===== src/rtl/mux_rr_sched.sv =====
// mux_rr_sched: round-robin owner of the 4:1 mux select.
// Registers a one-hot grant and its binary select. A hold timer bounds how
// long one owner can keep the path while others wait.
// Optional build macro MUX_SCHED_LOCK_EN adds a `lock` input. While lock is
// high and the path is owned, hold expiry is suppressed.
module mux_rr_sched #(
    parameter int MAX_HOLD = 8,
    parameter int CNT_W    = 8
) (
    input  logic       clk,
    input  logic       rst_n,
    input  logic [3:0] req,
`ifdef MUX_SCHED_LOCK_EN
    input  logic       lock,
`endif
    output logic [3:0] gnt,
    output logic [1:0] sel,
    output logic       sel_vld,
    output logic       busy,
    output logic       preempt
);

    typedef enum logic {IDLE, OWN} state_t;

    state_t            state;
    logic [1:0]        ptr;
    logic [CNT_W-1:0]  cnt;

    logic       owner_req;
    logic [3:0] others;
    logic [3:0] cand;
    logic       found;
    logic [1:0] win;
    logic       hold_max;
    logic       lock_hold;

`ifdef MUX_SCHED_LOCK_EN
    assign lock_hold = lock;
`else
    assign lock_hold = 1'b0;
`endif

    assign owner_req = |(req & gnt);
    assign others    = req & ~gnt;
    assign hold_max  = (cnt == CNT_W'(MAX_HOLD - 1));
    assign sel_vld   = |gnt;
    assign busy      = (state == OWN);

    // While the owner still wants the path, only the others compete. On
    // release or from idle the owner bit is already clear, so raw req is used.
    assign cand = owner_req ? others : req;

    // Pick the first set candidate bit, starting at the pointer and wrapping.
    always_comb begin
        found = 1'b0;
        win   = 2'd0;
        for (int k = 0; k < 4; k++) begin
            if (!found && cand[ptr + 2'(k)]) begin
                found = 1'b1;
                win   = ptr + 2'(k);
            end
        end
    end

    // Scheduler state machine. It owns every registered output and the
    // pointer and hold counter.
    always_ff @(posedge clk) begin
        if (!rst_n) begin
            state   <= IDLE;
            gnt     <= 4'b0000;
            sel     <= 2'd0;
            ptr     <= 2'd0;
            cnt     <= '0;
            preempt <= 1'b0;
        end else begin
            preempt <= 1'b0;
            case (state)
                IDLE: begin
                    if (found) begin
                        state <= OWN;
                        gnt   <= 4'b0001 << win;
                        sel   <= win;
                        ptr   <= win + 2'd1;
                        cnt   <= '0;
                    end
                end
                OWN: begin
                    if (!owner_req) begin
                        // Release: hand over with no idle bubble, or go idle.
                        if (found) begin
                            gnt <= 4'b0001 << win;
                            sel <= win;
                            ptr <= win + 2'd1;
                            cnt <= '0;
                        end else begin
                            gnt   <= 4'b0000;
                            state <= IDLE;
                        end
                    end else if (hold_max && (|others) && !lock_hold) begin
                        // Hold expiry: force the path to the next waiter.
                        gnt     <= 4'b0001 << win;
                        sel     <= win;
                        ptr     <= win + 2'd1;
                        cnt     <= '0;
                        preempt <= 1'b1;
                    end else if (!hold_max) begin
                        cnt <= cnt + 1'b1;
                    end
                end
                default: state <= IDLE;
            endcase
        end
    end

endmodule

===== config.mk =====
export PLATFORM = sky130hd
export DESIGN_NAME = mux_rr_sched
export DESIGN_NICKNAME = d
export VERILOG_FILES = /design/src/rtl/mux_rr_sched.sv
export SDC_FILE = /design/constraint.sdc
export NUM_CORES = 1
export LEC_CHECK = 0
export ABC_AREA = 0
export CAP_MARGIN = 20
export CORE_MARGIN = 5
export CORE_UTILIZATION = 49
export DETAILED_ROUTE_END_ITERATION = 10
export GPL_TIMING_DRIVEN = 0
export MAX_ROUTING_LAYER = met4
export PLACE_DENSITY = 0.69
export RECOVER_POWER = 100
export SLEW_MARGIN = 25
export SYNTH_ARGS = -nofsm -noshare
export SYNTH_HDL_FRONTEND = slang
export SYNTH_SLANG_ARGS = --single-unit

===== constraint.sdc =====
create_clock -name clk -period 2.5 [get_ports clk]
set_input_delay 0.25 -clock clk [delete_from_list [all_inputs] [get_ports clk]]
set_output_delay 0.25 -clock clk [all_outputs]
set_load 0.01 [all_outputs]

Yosys cells after proc, flatten, opt, wreduce, memory -nomap -nowiden --
Cells that the tools add are included.
Word-level totals: register bits after elaboration 18, bits of input ports 6
Operators by class: eq/ne operators 4, shift operators 1, order comparisons 4, $add $sub $neg 5, reductions and logical operators 12, bitwise gates (word level) 4, multiplexer cells 39
Operators with widths (number):
- $mux 8 | 4
- $mux 2 | 10
- $mux 4 | 5
- $pmux 8 s2 | 1
- $lt 2x3->1 const B | 4
- $reduce_or 4->1 | 3
- $mux 1 | 11
- $add 8x1->8 const B | 1
- $and 4x4->4 | 2
- $bmux 1 s2 | 4
- $eq 8x3->1 const B | 1
- $pmux 2 s2 | 2
- $pmux 4 s2 | 1
- $add 2x1->2 const B | 2
- $add 2x2->2 const B | 2
- $logic_and 1x1->1 | 4
- $ne 4x3->1 const B | 1
- $not 4->4 | 1
- $shl 1x2->4 const A | 1
- $logic_not 1->1 | 3
- $ne 3x2->1 const B | 1
- $reduce_and 3->1 | 1
- $ne 2x2->1 const B | 1
- $pmux 1 s2 | 1
- 2 further kinds | 2

Longest topological paths before layout --
word-level depth 19, mapped depth 8, gate-level depth less buffers 7

Least setup slack after synthesis --
Ideal clock, no wire load.
kind register to register, from register cnt[3], to register ptr[0], data required time 2381 ps, period minus slack after synthesis 1827 ps, cell stages (with the launch flop) 6, setup time 119 ps, data arrival time 1708 ps, path slack 673 ps, cells stage by stage dfxtp_1 > or4_4 > or3_4 > o21ai_2 > nand2_1 > o221a_1
On the way: word-level cells in the longest chain between the ends 3
RTL lines:
- from (decl) | line 27 | logic [CNT_W-1:0] cnt;
- from (signal assigned) | line 107 | cnt <= cnt + 1'b1;
- $eq 8x3->1 | line 45 | assign hold_max = (cnt == CNT_W'(MAX_HOLD - 1));
- $logic_and 1x1->1 | line 99 | end else if (hold_max && (|others) && !lock_hold) begin
- $ne 3x2->1 (no line)
- to (signal assigned) | line 83 | ptr <= win + 2'd1;
- to (signal assigned) | line 93 | ptr <= win + 2'd1;
- to (signal assigned) | line 103 | ptr <= win + 2'd1;
- to (decl) | line 26 | logic [1:0] ptr;
Every way passes these cells. A chain may end at the register's enable or synchronous reset.

Worst setup path after layout --
from register cnt[3], to register cnt[2]
On the way: word-level cells in the longest chain between the ends 5, elaborated cells between the ends (all ways) 6
RTL lines:
- $eq 8x3->1 * | line 45
- $logic_and 1x1->1 | line 99
- $mux 8 | line 99
- $mux 8 | line 88 | if (!owner_req) begin
- $pmux 8 s2 | line 77 | case (state)
Every way passes the cells marked *; elsewhere a longest branch is shown, timed or not.

==> key figures <==
Run status
  – Status: completed

Place
  – Routability congestion estimate from global placement: 0.823
  – Cells after DPL: 175
  – HPWL after DPL: 1920 um
  – Port-buffer cells: 14

Min path
  – Hold depth: 2
  – Hold Path Class: reg -> reg
  – Min-Delay Startpoint: sel[0]$_SDFFE_PN0P_
  – Hold Path Sink: sel[0]$_SDFFE_PN0P_

Route
  – Vias: 1051
  – Drt pass-1 iters: 4
  – Routed Antenna Nets: 0
  – DRC: 0
  – Routed WL per cell: 14.2 um
  – Vias per inst: 5.87
  – Initial DRC Count: 30
  – Final wirelength: 2540 um

Clocking
  – CTS tree: done
  – Clk Latency, worst-skew pair: 0.30 ns
  – Clock Pin Slew Worst Setup and Hold Paths: 0.11 ns
  – CTS resizes: 0
  – Total clock sinks: 18
  – H-tree Lvls: 1
  – CTS root buf: clkbuf_4
  – CTS Buf Count: 3
  – Post-CTS Setup Inserts: 0
  – Clock Path Buffers: 2
  – Hold buffers post-CTS: 0

Global route
  – Initial antenna violation count: 0
  – Vias in the first global route: 944
  – Routing usage on met1: 0.235
  – Grt ovf: 0
  – Largest net degree at the start of global routing: 11
  – M2 GR Usage: 0.251
  – GRT Max-Usage Layer: met2
  – First-pass GRT wire length: 4310 um
  – GRT Resource Usage Total: 0.169
  – Met3 Use GR: 0.0362

Yosys
  – Largest cells by area after synthesis: dfxtp_1 (33%), nand2_1 (6.2%), a21oi_1 (5.9%)
  – Syn. warnings: 0
  – Seq/Total Area, Yosys: 0.330
  – Yosys top cell area share: 0.330
  – Number of synthesized flops with an enable pin: 0
  – FF+latch count, synth: 18
  – Post-synthesis cell type count: 42
  – Post-synth ARST share: 0
  – Ys flop type: dfxtp_1
  – Cell area after synthesis: 0.00109 mm^2
  – Syn Inst Count: 133
  – Syn_nets: 144
  – Cell taking the most area after synthesis: dfxtp_1
  – Synthesized area per cell: 8.22 um^2

Die
  – Initial core utilization: 0.504
  – Total die area: 0.00328 mm^2
  – Die Span Y: 57.2 um
  – Ports: 15
  – Die Width: 57.2 um
  – Row cnt: 17
  – Core region area: 0.00217 mm^2

Power
  – Clock share of power: 0.173
  – Peak VDD IR: 0.483 mV
  – Switch share: 0.392
  – Gate power share: 0.463
  – Sequential Power Share: 0.364
  – Pwr dens: 814 mW/mm^2
  – Switching pwr: 0.412 mW
  – Cell-internal power: 0.638 mW
  – P_leak: 0.474 nW

STA
  – Min Tclk post-route: 2.20 ns
  – Final Cycle Share: 0.881
  – Setup TNS: 0 ns
  – Fmax: 454 MHz
  – Final Slew Violations: 0
  – Clk_skew: 0.00957 ns
  – Worst-margin pin slew: 0.686 ns
  – RSZ-0062 raised after global routing: false
  – Worst slew margin: 0.539
  – Final Hold Fails: 0
  – Setup violators final: 0

Worst setup path
  – R2r endpoint: cnt[2]$_SDFFE_PN0P_
  – Worst reg2reg setup slack: 0.30 ns
  – Critical path, cell by cell: or4_4, or3_1, a21oi_1, nor2_1, a211oi_2
  – CP Class: reg -> reg
  – Worst Setup Start Kind: flip-flop
  – Worst path max stage delay: 0.53 ns
  – Origin of the critical flop-to-flop path: cnt[3]$_SDFFE_PN0P_
  – CP max-delay cell: or4_4
  – CP bufs+invs: 0
  – Required time worst endpoint: 2.73 ns
  – Worst Setup End Kind: flip-flop
  – WP depth: 5
  – CP Max Fanout: 6
  – Critical Path AT: 2.43 ns
  – Reg2Reg Depth: 5
  – CP top delay family: simple AND/OR/NAND/NOR gates

Flow run
  – Max Cap Viol: 0

Cells and area
  – Area grow syn2layout: 17.8%
  – Finished Layout Cells: 179
  – Share of cells above drive strength 1: 0.0795
  – N_diodes: 0
  – Final nets: 163
  – Fillers: 218
-- kinds of logic (layout without fill, tap and decap cells) --
group | after synthesis | count (layout) | share of synthesized area
AO/OA/AOI/OAI | 39 | 39 | 0.268
adder cells (fa/ha/maj) | 5 | 5 | 0.0572
buffers and inverters | 6 | 24 | 0.0206
flip-flops | 18 | 18 | 0.330
multiplexers | 1 | 1 | 0.00915
AND/OR/NAND/NOR | 64 | 64 | 0.316
-- cells in the final DEF, fill, tap and decap left out, types with 4 or more instances in the layout --
cell	Yosys	routed
nand2_1	18	18
ha_1	5	5
dfxtp_1	18	18
nor3_1	6	6
nor2b_1	4	4
nor2_1	7	7
nand2b_1	5	5
nand3_1	9	9
a21oi_1	13	14
dlygate4sd3_1	0	11
-- worst max path at each step --
stage                                   start                   to  slack, ns
after global routing      cnt[3]$_SDFFE_PN0P_  cnt[2]$_SDFFE_PN0P_       0.18
after CTS                              req[2]  ptr[1]$_SDFFE_PN0P_       0.45
final                     cnt[3]$_SDFFE_PN0P_  cnt[2]$_SDFFE_PN0P_       0.30
after detailed placement               req[2]  ptr[1]$_SDFFE_PN0P_       0.14
after floorplan           cnt[3]$_SDFFE_PN0P_  ptr[0]$_SDFFE_PN0P_       0.67
after global placement                 req[0]  cnt[6]$_SDFFE_PN0P_       0.22
-- state kept, by name (all words and copies together) (netlist names) --
| register | cells |
|---|---|
| ptr | 2 |
| gnt | 4 |
| sel | 2 |
| preempt | 1 |
| busy | 1 |
| cnt | 8 |
-- area by class of cell --
cell class                 count  area (um^2)  area share
multi-input combinational    109          694       0.539
sequential                    18          360       0.280
timing repair buffer          14          140       0.109
clock buffer                   4         36.3      0.0282
tap                           28         35.0      0.0272
buffer                         3         11.3     0.00874
inverter                       3         11.3     0.00874
-- metrics by stage --
step | hold slack (ns) | total power, mW | setup slack, ns | utilization | instance area, um^2
after floorplan | 0.392 | 0.723 | 0.673 | - | 1090
after global placement | 0.444 | 0.889 | 0.223 | 0.585 | 1270
after detailed placement | 0.455 | 0.897 | 0.136 | 0.585 | 1270
after CTS | 0.471 | 1.08 | 0.449 | 0.601 | 1310
after global routing | 0.490 | 1.14 | 0.184 | 0.594 | 1290
final | 0.467 | 1.05 | 0.298 | 0.594 | 1290
-- worst min-delay path, cell delays in order, from the launching register on --
cell	delay, ns
dfxtp_1	0.33
nand2_1	0.05
a21oi_1	0.05
-- cells in the mapped netlist, types with 2 or more instances --
cell type   n
dfxtp_1    18
nand2_1    18
a21oi_1    13
nand3_1     9
nor2_1      7
nor3_1      6
ha_1        5
nand2b_1    5
nor2b_1     4
a22o_1      3
a31oi_1     3
clkbuf_1    3
nand3b_1    3
o21ai_1     3
a211oi_2    2
a21oi_4     2
and3_1      2
inv_1       2
or3_1       2
-- power by group through the flow --
stage	Combinational [mW]	Sequential, mW	Clock, mW
3_5_place_dp	0.508	0.389	0
2_1_floorplan	0.330	0.393	0
4_1_cts	0.510	0.382	0.187
3_3_place_gp	0.500	0.388	0
5_1_grt	0.547	0.389	0.201
6_report	0.486	0.382	0.182
-- metal layers --
layer / part of all wire / wire, um
met5: 0 / 0
met1: 0.50 / 1260
met2: 0.45 / 1140
met4: 0.0099 / 25
met3: 0.041 / 104
Note: power is estimated with default switching activity, not from simulation.
==> RTL edit 1 (same flow settings) <==
The parameter `CNT_W` goes from 8 to 9.
--- a/src/rtl/mux_rr_sched.sv
+++ b/src/rtl/mux_rr_sched.sv
@@ -7,3 +7,3 @@
     parameter int MAX_HOLD = 8,
-    parameter int CNT_W    = 8
+    parameter int CNT_W    = 9
 ) (
Function: same outputs for any inputs over 10 cycles, from zero or initial values and one cycle with rst_n low; that may be too few to reach the edited logic, so the function may still have changed.
==> RTL edit 1 against the unedited design <==
Power down 8.6%; cell area increased by 2.9%; sequential share of layout area is 0.72 points higher; clock power shrank 15%; area after synthesis up 6.6%; count of clock-buffer cells in the layout stayed put; utilization barely moved; routed wire length grew 3.7%; worst setup slack improved by 0.14 ns; sequential cell count is 1 higher; synthesized cell count is 3.8% lower.
==> RTL edit 1: results (changes against the unedited design) <==
qor: synth.synth_top_area_cells dfxtp_1 33%, nand2_1 5.5%, ha_1 5.4%, mux2i_1 4.3%, nand2b_1 3.2%
qor: critical_path.worst-endpoint-arrival 1.81 ns [-0.62 ns]
qor: worst_hold_path.hold_end sel[1]
qor: synth.ys_seq_area_frac 0.326 [-0.00334]
qor: worst_hold_path.min_from sel[1]
qor: synth.post_synth_most_frequent_cells 19 x dfxtp_1, 17 x nand2_1, 6 x nand2b_1
qor: routing.route.detailed.wl_per_inst 15.1 µm [+6.6%]
qor: routing.drt-vias-per-instance 6.10 [+4.0%]
qor: global_route.grt_pass1_wl 4600 µm [+6.7%]
qor: critical_path.critical_path.slowest_cell dlygate4sd3_1
qor: status.outcome finished, final reports clean
qor: critical_path.worst-r2r-setup-slack 0.46 ns [+0.16 ns]
qor: routing.met2WireLength 1280 µm [+12%]
qor: critical_path.critical_path.top_delay_family buffers and inverters
qor: power.maximum_vdd_drop 458 µV [-5.3%]
qor: layout.largest_register_ffs 9 [+1]
qor: timing.finalClockSkew 0.00112 ns [-0.00845 ns]
qor: placement.hpwlAfterDp 2040 µm [+6.5%]
qor: placement.gp_routability_congestion 0.899 [+9.2%]
qor: global_route.grt_pass1_vias 1050 [+11%]
qor: routing.detail_route.iter0.violations 31 [+3.3%]
qor: routing.wl_met1 1210 µm [-4.1%]
qor: critical_path.timing.reg2reg.worst_path_depth 4 [-1]
qor: power.leakage 0.493 nW [+4.1%]
qor: synth.netlist-cell-type-count 47 [+12%]
qor: global_route.grt.total_usage 0.177 [+0.00804]
qor: critical_path.timing.rr.start cnt[4]
qor: layout.final_net_count 158 [-3.1%]
qor: critical_path.crit_path_max_incr_delay 0.62 ns [+0.09 ns]
qor: layout.share_of_cells_above_drive_strength_1 0.0685 [-0.0110]
qor: routing.met3WireLength 84 µm [-19%]
qor: critical_path.crit_start gnt[3]
## RTL edit 1: changes by cell type in the layout (fill, tap and decap cells not counted), moves of 3 or more
| cell | unedited run | this run |
|---|---|---|
| a21oi_1 | 14 | 5 |
| o22ai_1 | 0 | 4 |
| nand4b_1 | 0 | 3 |
| nor2_1 | 7 | 2 |
| nand3b_1 | 3 | 0 |
| nand3_1 | 9 | 5 |
| o211ai_1 | 1 | 5 |
| nor3_1 | 6 | 1 |
| mux2i_1 | 1 | 5 |
| o21ai_0 | 2 | 6 |
| a31oi_1 | 3 | 0 |
## RTL edit 1: power breakdown
group          total, mW  switching (mW)  internal [mW]  leakage (nW)
clock              0.155          0.0932         0.0623        0.0150
sequential         0.403          0.0545          0.349         0.155
combinational      0.400           0.210          0.190         0.323
## RTL edit 1: area by class of cell
type / count / area (µm²)
fillers: 217 / 907
inverters: 3 / 11.3
well taps: 28 / 35.0
flip-flops and latches: 19 / 380
multi-input cells: 102 / 711
plain buffers: 4 / 22.5
clock buffers: 4 / 26.3
repair buffers: 14 / 140
## RTL edit 1: stage by stage
step / hold slack, ns / cells / total power, mW / setup slack, ns / area [µm²]
CTS: 0.478 / 174 / 1.01 / 0.503 / 1370
detailed placement: 0.457 / 170 / 0.850 / 0.182 / 1340
finish: 0.465 / 174 / 0.959 / 0.440 / 1330
floorplan: 0.412 / 128 / 0.684 / 0.755 / 1170
global placement: 0.447 / 170 / 0.842 / 0.225 / 1340
global route: 0.485 / 174 / 1.05 / 0.240 / 1330
## RTL edit 1: cell families after synthesis
group | share of synthesized area
flip-flops | 0.326
AO/OA/AOI/OAI | 0.258
adder cells (fa/ha/maj) | 0.0536
XOR/XNOR | 0.00751
AND/OR/NAND/NOR | 0.280
buffers and inverters | 0.0322
multiplexers | 0.0429
## RTL edit 1: worst max-delay path by stage
stage | to | cells after the start | slack (ns)
CTS | ptr[1] | 8 | 0.50
global placement | ptr[1] | 8 | 0.22
global route | cnt[3] | 5 | 0.24
floorplan | ptr[1] | 7 | 0.76
detailed placement | ptr[1] | 8 | 0.18
finish | sel_vld | 2 | 0.44
## RTL edit 1: worst min-delay path: cells and delay by family, from the launching register on
family        cells  cell delay (ns)
flops             1             0.32
simple gates      1             0.05
mux               1             0.05
## RTL edit 1: metal layers
metal	vias up	global-route usage
li1	526	-
met1	505	0.204
met2	23	0.297
met3	8	0.0241
met4	0	0.0939
met5	-	-
==> RTL edit 2 (same flow settings) <==
Made on the original files. Make the reset (`rst_n`) asynchronous in one clocked block.
--- a/src/rtl/mux_rr_sched.sv
+++ b/src/rtl/mux_rr_sched.sv
@@ -66,3 +66,3 @@
     // pointer and hold counter.
-    always_ff @(posedge clk) begin
+    always_ff @(posedge clk or negedge rst_n) begin
         if (!rst_n) begin
Function: differs if rst_n is asserted again (counterexample within 4 cycles, from zero or initial values and one cycle with rst_n low); with rst_n held inactive, the same outputs for 10 cycles.
==> RTL edit 2 against the unedited design <==
First-iteration DRC count down 37%; worst setup slack better by 0.031 ns; routed wire length down 7.9%; clock power down 23%; global-route usage down 0.35 points; hold slack better by 0.025 ns; area after synthesis down 1.0%; sequential cell count unchanged; power up 15%; cell area down 1.3%; utilization down 0.75 points; critical path type unchanged; highest routed layer unchanged.
==> RTL edit 2: results (changes against the unedited design) <==
qor: routing.detail_route.iter0.violations 19 [-37%]
qor: layout.final_net_count 138 [-15%]
qor: global_route.grt_pass1_vias 912 [-3.4%]
qor: global_route.largest_net_degree_at_the_start_of_global_routing 19 [+8]
qor: status.outcome finished, final reports clean
qor: global_route.grt_pass1_wl 4070 µm [-5.6%]
qor: critical_path.timing.rr.start cnt[3]
qor: global_route.groute.layer.met1.usage 0.197 [-0.0377]
qor: global_route.grt.total_usage 0.166 [-0.00353]
qor: synth.ys.warnings.count 0 [unchanged]
qor: routing.detailed_route_via_count 903 [-14%]
qor: critical_path.crit_fanout 9 [+3]
qor: placement.gp_routability_congestion 0.805 [-2.2%]
qor: synth.post_synth_most_frequent_cells 18 x dfrtp_1, 8 x nand2_1, 7 x a22o_1, 7 x nor2b_1, 7 x o21ai_0
qor: routing.route.detailed.wl_per_inst 15.3 µm [+7.8%]
qor: clocking.path_clk_slew 0.09 ns [-0.02 ns]
qor: timing.slew_headroom 0.448 [-0.0901]
qor: synth.ys_async_sr_fraction 1.00 [+1.00]
qor: worst_hold_path.min-delay-path-class primary input to asynchronous set/reset pin
qor: synth.synth_top_area_cells dfrtp_1 42%, ha_1 5.8%, a22o_1 5.7%, nor2b_1 4.0%, a221o_1 3.7%
qor: timing.timing.final.ws_setup 0.330 ns [+0.0314 ns]
qor: global_route.met2_usage 0.266 [+0.0147]
qor: synth.synth_fp_nets 119 [-17%]
qor: critical_path.worst-endpoint-arrival 2.35 ns [-0.08 ns]
qor: layout.share_of_cells_above_drive_strength_1 0.0720 [-0.00747]
qor: power.maximum_vdd_drop 514 µV [+6.4%]
qor: synth.netlist-cell-type-count 35 [-17%]
qor: timing.finalClockSkew 0.00156 ns [-0.00801 ns]
qor: power.leakage 0.550 nW [+16%]
## RTL edit 2: changes by cell type after synthesis, moves of 6 or more
cell     before  now
dfxtp_1      18    0
dfrtp_1       0   18
o21ai_0       1    7
nand3_1       9    3
a21oi_1      13    6
nand2_1      18    8
## RTL edit 2: power breakdown
part / total [mW] / internal [mW] / leakage, nW / switching, mW
sequential: 0.463 / 0.370 / 0.233 / 0.0934
combinational: 0.603 / 0.280 / 0.303 / 0.323
clock: 0.140 / 0.0561 / 0.0138 / 0.0835
## RTL edit 2: final cells by class
| type | instances | share of cell area |
|---|---|---|
| Buffer | 2 | 0.00590 |
| Clock buffer | 3 | 0.0177 |
| Inverter | 4 | 0.0118 |
| Multi-Input combinational cell | 84 | 0.473 |
| Sequential cell | 18 | 0.354 |
| Tap cell | 28 | 0.0275 |
| Timing Repair Buffer | 14 | 0.110 |
## RTL edit 2: cells by family (layout without fill, tap and decap cells)
family | count (synthesis) | after routing | share of synthesized area
simple gates | 43 | 43 | 0.252
compound gates | 30 | 30 | 0.195
buf+inv | 6 | 23 | 0.0243
fa+ha+maj | 5 | 5 | 0.0578
xor+xnor | 3 | 3 | 0.0243
flops | 18 | 18 | 0.416
mux | 3 | 3 | 0.0301
## RTL edit 2: critical path, cell delays in order (launching register included)
cell      delay (ns)
dfrtp_1         0.45
or4_4           0.56
nor3_4          0.20
o21ba_2         0.15
clkbuf_1        0.31
mux2_2          0.38
## RTL edit 2: metal layers
layer	part of all wire	wire length [µm]
met2	0.50	1180
met1	0.43	1000
met3	0.047	109
met5	0	0
met4	0.019	44
## RTL edit 2: worst max-delay path by stage
stage | from | endpoint | depth (start not counted)
3_5_place_dp | req[3] | gnt[2] | 7
5_1_grt | gnt[0] | cnt[2] | 5
2_1_floorplan | cnt[3] | sel[1] | 5
6_report | cnt[3] | sel[1] | 5
3_3_place_gp | req[0] | gnt[0] | 7
4_1_cts | gnt[0] | gnt[0] | 6
## RTL edit 2: metrics by stage
| step | util | hold WS [ns] | area (µm²) | cells |
|---|---|---|---|---|
| after floorplan | - | -0.0456 | 1080 | 108 |
| after global placement | 0.580 | 0.482 | 1260 | 150 |
| after detailed placement | 0.580 | 0.507 | 1260 | 150 |
| after CTS | 0.590 | 0.434 | 1280 | 153 |
| after global routing | 0.587 | 0.528 | 1270 | 153 |
| final | 0.587 | 0.491 | 1270 | 153 |
